### src/rtl/usb_wb_arbiter_pkg.sv
// Shared definitions for the usb core wishbone arbiter: bus field widths and
// the arbiter state encoding.
package usb_wb_arbiter_pkg;

    localparam int ADDR_W = 12;
    localparam int DATA_W = 16;

    typedef enum logic [1:0] {
        ST_IDLE  = 2'd0,
        ST_GRANT = 2'd1,
        ST_TURN  = 2'd2
    } arb_state_t;

endpackage

### src/rtl/usb_rr_pick.sv
// Combinational round-robin picker: first set request bit strictly after ptr,
// scanning upward with wrap, so the port at ptr itself has lowest priority.
module usb_rr_pick #(
    parameter int N_PORTS = 2,
    localparam int IDX_W  = $clog2(N_PORTS)
) (
    input  logic [N_PORTS-1:0] req,
    input  logic [IDX_W-1:0]   ptr,
    output logic [IDX_W-1:0]   grant,
    output logic               valid
);

    int               idx;
    logic [IDX_W-1:0] sel;

    always_comb begin
        grant = '0;
        valid = 1'b0;
        idx   = 0;
        sel   = '0;
        // Walk from farthest to nearest so the nearest requester is written last.
        for (int i = N_PORTS; i >= 1; i--) begin
            idx = (int'(ptr) + i) % N_PORTS;
            sel = IDX_W'(idx);
            if (req[sel]) begin
                grant = sel;
                valid = 1'b1;
            end
        end
    end

endmodule

### src/rtl/usb_wb_arbiter.sv
// Round-robin arbiter sharing the usb core wishbone port between N_PORTS
// requesters, one transaction in flight, with a watchdog on a missing ack.
module usb_wb_arbiter
    import usb_wb_arbiter_pkg::*;
#(
    parameter int N_PORTS = 2,
    parameter int TIMEOUT = 64
) (
    input  logic                      clk,
    input  logic                      rst,
    input  logic [N_PORTS*ADDR_W-1:0] rq_addr,
    input  logic [N_PORTS*DATA_W-1:0] rq_wdata,
    input  logic [N_PORTS-1:0]        rq_we,
    input  logic [N_PORTS-1:0]        rq_cyc,
    output logic [N_PORTS-1:0]        rq_ack,
    output logic [N_PORTS-1:0]        rq_err,
    output logic [DATA_W-1:0]         rq_rdata,
    output logic [ADDR_W-1:0]         wb_addr,
    output logic [DATA_W-1:0]         wb_wdata,
    output logic                      wb_we,
    output logic                      wb_cyc,
    input  logic [DATA_W-1:0]         wb_rdata,
    input  logic                      wb_ack
);

    localparam int IDX_W = $clog2(N_PORTS);
    localparam int CNT_W = $clog2(TIMEOUT);

    arb_state_t       state;
    logic [IDX_W-1:0] ptr;
    logic [IDX_W-1:0] gnt;
    logic [IDX_W-1:0] pick_idx;
    logic             pick_vld;
    logic [CNT_W-1:0] cnt;
    logic             dropped;
    logic             live;

    usb_rr_pick #(.N_PORTS(N_PORTS)) u_pick (
        .req   (rq_cyc),
        .ptr   (ptr),
        .grant (pick_idx),
        .valid (pick_vld)
    );

    // A requester that let go of rq_cyc at any point in GRANT gets no response.
    assign live = rq_cyc[gnt] & ~dropped;

    always_ff @(posedge clk) begin
        if (rst) begin
            state    <= ST_IDLE;
            ptr      <= IDX_W'(N_PORTS - 1);
            gnt      <= '0;
            cnt      <= '0;
            dropped  <= 1'b0;
            wb_addr  <= '0;
            wb_wdata <= '0;
            wb_we    <= 1'b0;
            wb_cyc   <= 1'b0;
            rq_ack   <= '0;
            rq_err   <= '0;
            rq_rdata <= '0;
        end else begin
            rq_ack   <= '0;
            rq_err   <= '0;
            rq_rdata <= '0;
            case (state)
                ST_IDLE: begin
                    if (pick_vld) begin
                        gnt      <= pick_idx;
                        ptr      <= pick_idx;
                        wb_addr  <= ADDR_W'(rq_addr >> (int'(pick_idx) * ADDR_W));
                        wb_wdata <= DATA_W'(rq_wdata >> (int'(pick_idx) * DATA_W));
                        wb_we    <= rq_we[pick_idx];
                        wb_cyc   <= 1'b1;
                        cnt      <= '0;
                        dropped  <= 1'b0;
                        state    <= ST_GRANT;
                    end
                end
                ST_GRANT: begin
                    cnt <= cnt + 1'b1;
                    if (!rq_cyc[gnt]) begin
                        dropped <= 1'b1;
                    end
                    // A late ack on the watchdog's last cycle still counts as success.
                    if (wb_ack) begin
                        wb_cyc <= 1'b0;
                        state  <= ST_TURN;
                        if (live) begin
                            rq_ack[gnt] <= 1'b1;
                            rq_rdata    <= wb_we ? '0 : wb_rdata;
                        end
                    end else if (cnt == CNT_W'(TIMEOUT - 1)) begin
                        wb_cyc <= 1'b0;
                        state  <= ST_TURN;
                        if (live) begin
                            rq_err[gnt] <= 1'b1;
                        end
                    end
                end
                ST_TURN: begin
                    state <= ST_IDLE;
                end
                default: begin
                    state  <= ST_IDLE;
                    wb_cyc <= 1'b0;
                end
            endcase
        end
    end

endmodule

### config.mk
export PLATFORM = sky130hd
export DESIGN_NAME = usb_wb_arbiter
export DESIGN_NICKNAME = d
export VERILOG_FILES = /design/src/rtl/usb_wb_arbiter_pkg.sv /design/src/rtl/usb_rr_pick.sv /design/src/rtl/usb_wb_arbiter.sv
export SDC_FILE = /design/constraint.sdc
export NUM_CORES = 1
export LEC_CHECK = 0
export CAP_MARGIN = 20
export CORE_MARGIN = 1.5
export CORE_UTILIZATION = 39
export DETAILED_ROUTE_END_ITERATION = 8
export PLACE_DENSITY = 0.8
export SYNTH_ARGS = -nofsm -noshare
export SYNTH_HDL_FRONTEND = slang
export SYNTH_SLANG_ARGS = --single-unit
### constraint.sdc
create_clock -name clk -period 1.9 [get_ports clk]
set_input_delay 0.38 -clock clk [delete_from_list [all_inputs] [get_ports clk]]
set_output_delay 0.38 -clock clk [all_outputs]
set_load 0.02 [all_outputs]
After elaboration in Yosys (flattened, before gate mapping)
Cells that the tools add are included.
{"block": "totals", "in_bits": 79, "wordCells": 75, "reg_bits": 61}
{"block": "classes", "mux": 28, "n_eq_ne": 6, "shift": 2, "mul": 1, "reduce_logical": 11, "n_addsub": 3, "n_lt_le_gt_ge": 5, "n_bitwise": 7}
{"cell": "$shr A32 B5 Y16", "count": 1}
{"cell": "$shr A24 B5 Y12", "count": 1}
{"cell": "$mux W1", "count": 18}
{"cell": "$pmux W6 S2", "count": 1}
{"cell": "$lt A1 B2 Y1 const B", "count": 4}
{"cell": "$mux W2", "count": 4}
{"cell": "$add A6 B1 Y6 const B", "count": 1}
{"cell": "$eq A6 B6 Y1 const B", "count": 1}
{"cell": "$mux W6", "count": 1}
{"cell": "$not A1 Y1", "count": 6}
{"cell": "$reduce_and A2 Y1", "count": 3}
{"cell": "$reduce_and A3 Y1", "count": 2}
{"cell": "$reduce_or A5 Y1", "count": 1}
{"cell": "$ne A2 B2 Y1 const B", "count": 2}
{"cell": "$pmux W2 S2", "count": 1}
{"cell": "$reduce_or A4 Y1", "count": 1}
{"cell": "$mul A1 B2 Y3 const B", "count": 1}
{"cell": "$ne A3 B3 Y1 const B", "count": 1}
{"cell": "$pmux W1 S3", "count": 1}
{"cell": "$reduce_or A3 Y1", "count": 1}
{"cell": "$add A1 B1 Y1 const B", "count": 2}
{"cell": "$eq A2 B1 Y1 const B", "count": 1}
{"cell": "$eq A2 B2 Y1 const B", "count": 1}
{"cell": "$logic_not A2 Y1", "count": 1}
{"cell": "other kinds (6)", "count": 6}

Depth between registers and ports, before layout
{"block": "depth", "ltp_word": 7, "depth_mapped": 5}

Hierarchy
Synthesis repeated with hierarchy kept, for this count alone.
{"block": "hier_totals", "cells_unflattened": 238, "hier_area_um2": 2409.8}
{"mod": "usb_wb_arbiter", "area_each_um2": 2396.0, "seq_area_each_um2": 1221.2, "cells_per_inst": 236, "instances": 1}
{"mod": "usb_rr_pick", "area_each_um2": 13.8, "seq_area_each_um2": 0.0, "cells_per_inst": 2, "instances": 1}

Worst setup path after synthesis
Ideal clock, no wire load.
{"block": "synth_timing", "kind": "input -> register", "from": "in rst", "to": "reg rq_rdata[10]", "t_arrival_ps": 1457, "cell_stages": 4, "t_required_ps": 1841, "n_path_buf": 1, "slack_ps": 384, "path_cell_list": "or4b_4 nor4_4 buf_6 and2_1"}
{"block": "synth_between", "elab_chain_cells": 1}
{"element": "from (decl)", "line_no": "usb_wb_arbiter.sv:10", "text": "input logic rst,"}
{"element": "$reduce_or A5 Y1 (no line)"}
{"element": "to (signal assigned)", "line_no": "usb_wb_arbiter.sv:91", "text": "rq_rdata <= wb_we ? '0 : wb_rdata;"}
{"element": "to (decl)", "line_no": "usb_wb_arbiter.sv:17", "text": "output logic [DATA_W-1:0] rq_rdata,"}
Every way passes these cells.
A chain may end at the register's enable or synchronous reset.

Worst setup path after layout
{"block": "layout_timing", "from": "reg wb_we", "to": "out wb_we"}
{"element": "from (decl)", "line_no": "usb_wb_arbiter.sv:20", "text": "output logic wb_we,"}
{"element": "from (signal assigned)", "line_no": "usb_wb_arbiter.sv:73", "text": "wb_we <= rq_we[pick_idx];"}
No word-level cell between the ends.

==> impl_metrics.csv <==
group,metric,value,unit
synthesis,avgSynthCellArea,8.723,um^2
placed_design,place_ws,-199.5,ps
critical_path,crit_fanout,3,
cts,cts_sinks,61,
final_layout,fin_nets,494,
critical_path,cp-end-kind,"output pin",
synthesis,synthTopCellsByArea,"dfxtp_1, a311oi_1, nand2_1",
critical_path,cp-start-kind,"flop",
power_and_ir_drop,comb_power_share,0.250,
timing,worst_pin_slew,648.1,ps
die,ios,129,
routing,via_per_inst,5.178,
global_routing,grt_first_pass_wirelength,10930,um
critical_path,cp_top_family,"buffers and inverters",
final_layout,diodes,0,
timing,fmax,564.6,MHz
routing,drt_iter0_drc,127,
synthesis,synth_area,0.002451,mm^2
global_routing,antenna_found_initial,0,
synthesis,synth-seq-cells,61,
die,dieHeight,82.28,um
routing,ant_nets,0,
timing,layout_setup_ws,128.7,ps
critical_path,startpoint,"wb_we",
cts,cts-buffers-inserted,9,
placed_design,place_congestion,0.7969,
global_routing,grt_overflow,0,
critical_path,regToRegSetupSlack,240,ps
power_and_ir_drop,intPower,0.002506,W
final_layout,layout_common_cells,"clkdlybuf4s50_1, nand2_1, dfxtp_1",
critical_path,slowest_delay,660,ps
timing,setup_viol,0,
synthesis,yosysWarningCount,0,
power_and_ir_drop,power_switching,0.0009242,W
synthesis,synth_cells,281,
global_routing,grt_pass1_vias,2422,
cts,cts_tree,"built",
placed_design,placedInstanceArea,0.003876,mm^2
synthesis,synth.distinct_cells,36,
cts,cts.htree.levels,3,
synthesis,synth_top_area_frac,0.4982,
timing,slew_headroom,0.5675,
hold_path,hold_depth,2,
hold_path,hold_start,"dropped",
timing,finalHoldViolations,0,
timing,setup_tns,0,ps
timing,finalMaxSlewViolations,0,
synthesis,synth_area_leader_cell,"dfxtp_1",
power_and_ir_drop,p_seq_frac,0.421,
die,initial_utilization,0.4091,
final_layout,drive_gt1_frac,0.09330,
global_routing,grt_usage,0.2116,
cts,clk_pin_slew_worst_paths,60,ps
hold_path,worstHoldPathType,"flop to flop",
critical_path,rr_startpoint,"state[0]",
routing,wirelength,7086,um
power_and_ir_drop,p_per_area,842.5,mW/mm^2
cts,clk_path_buf_depth,2,
critical_path,critical_path_class,"flop to output pin",
die,coreArea,0.005991,mm^2
cts,clock-root-buffer,"clkbuf_8",
critical_path,rr_endpoint,"wb_addr[10]",
timing,finClkSkew,7.164,ps
hold_path,hold_end,"dropped",
cts,clkLatencyLatePin,330,ps
placed_design,port_buffers,128,
critical_path,rr_worst_depth,4,
die,dieArea,0.006769,mm^2
run_status,status,"completed",
critical_path,crit_required,1520,ps
die,fp.dieW,82.28,um
final_layout,area_growth,66.10,%
cts,cts_setup_buffers,0,
synthesis,syn-num-nets,361,
power_and_ir_drop,p_sw_frac,0.2694,
die,rows,28,
routing,firstDrtPassIters,5,
final_layout,layout_commonest_cell,"clkdlybuf4s50_1",
routing,drc,0,
power_and_ir_drop,fin_total_pwr,0.003430,W
critical_path,worst_path_max_delay_cell,"clkdlybuf4s50_1",
global_routing,grt_max_degree,41,
routing,wl_per_cell,14.37,um
synthesis,seq_area_frac_synth,0.4982,
power_and_ir_drop,peakVddDrop,0.4982,mV
power_and_ir_drop,p_clk_frac,0.329,
power_and_ir_drop,p_leak,1.558,nW
critical_path,path_buf_inv,1,
timing,fin_crit_sh,0.9322,
critical_path,crit_arrival,1390,ps
timing,min_period,1771,ps
timing,whs,469.2,ps
placed_design,dpl.hpwl,5156,um
routing,via_count,2553,
timing,rsz0062_at_grt,"false",
run,cap_violations,0,
final_layout,stdcell_area,0.004071,mm^2
critical_path,crit_chain,"clkdlybuf4s50_1",
-- flip-flops by register name (all words and copies together), names as in the netlist --
name      cells
ptr           1
dropped       1
state         2
gnt           1
rq_ack        2
rq_rdata     16
wb_cyc        1
wb_wdata     16
rq_err        2
cnt           6
wb_we         1
wb_addr      12
-- how the worst max path moves through the flow --
stage / cells after the start / slack, ps / to
after floorplan: 4 / 380 / rq_rdata[10]
after global placement: 4 / -330 / wb_wdata[1]
after detailed placement: 5 / -200 / wb_wdata[3]
after CTS: 5 / 70 / wb_addr[10]
after global routing: 1 / 60 / wb_we
final: 1 / 130 / wb_we
-- synth_stat cells --
cell type,instances
a22o_1,1
dfxtp_1,61
a21bo_2,1
mux2i_1,1
nor3_1,1
o21bai_1,1
or2_2,4
a311oi_1,30
nand3_1,4
mux2_2,1
nor4_1,2
clkbuf_1,12
o21ai_0,6
a31oi_1,2
buf_1,2
a21boi_0,2
or3_1,2
a32o_1,1
nand2_1,63
nor2b_1,1
buf_6,1
buf_2,7
nor4_4,1
ha_1,1
nand3b_1,1
o211a_1,1
nand2b_1,3
nor2_1,9
or4b_4,1
and2_1,16
a21oi_1,35
o31ai_1,1
and3_1,2
inv_1,2
nand4_1,1
nor4b_1,1
-- repair_timing --
item                                    4_1_cts  5_1_grt
endpoints found under the setup margin        0        1
resized for setup                             0        1
hold buffers                                  0        0
-- cell type report --
type                    count  area [um^2]
clock inverters             1        30.03
inverters                   2        7.507
multi-input cells         196         1135
well taps                  75        93.84
repair buffers            144         1421
clock buffers              14        162.7
fillers                   525         1919
flip-flops and latches     61         1221
-- per-stage QoR --
| stage | instances | utilization |
|---|---|---|
| detailed placement | 478 | 0.6470 |
| floorplan | 281 | - |
| global placement | 477 | 0.6445 |
| CTS | 493 | 0.6792 |
| global route | 493 | 0.6796 |
| finish | 493 | 0.6796 |
-- layer usage --
layer,wire length (um),vias up,global-route usage
met3,628,9,0.06593
met2,3440,103,0.3610
li1,-,1267,-
met5,0,-,0
met1,2906,1174,0.2429
met4,111,0,0.08983
-- power groups by stage --
stage               Clock (W)  Combinational, W  Sequential, W
finish                0.00113          0.000859        0.00144
global route          0.00120          0.000934        0.00145
CTS                   0.00115          0.000865        0.00144
detailed placement          0          0.000861        0.00147
global placement            0          0.000838        0.00147
floorplan                   0          0.000297        0.00157
-- cells by family after synthesis --
logic type	after synthesis	synth area share
fa+ha+maj	1	0.005104
buf+inv	24	0.04339
mux	2	0.008678
compound gates	81	0.2241
flops	61	0.4982
simple gates	112	0.2205
Power figures use the tool's default switching activity.
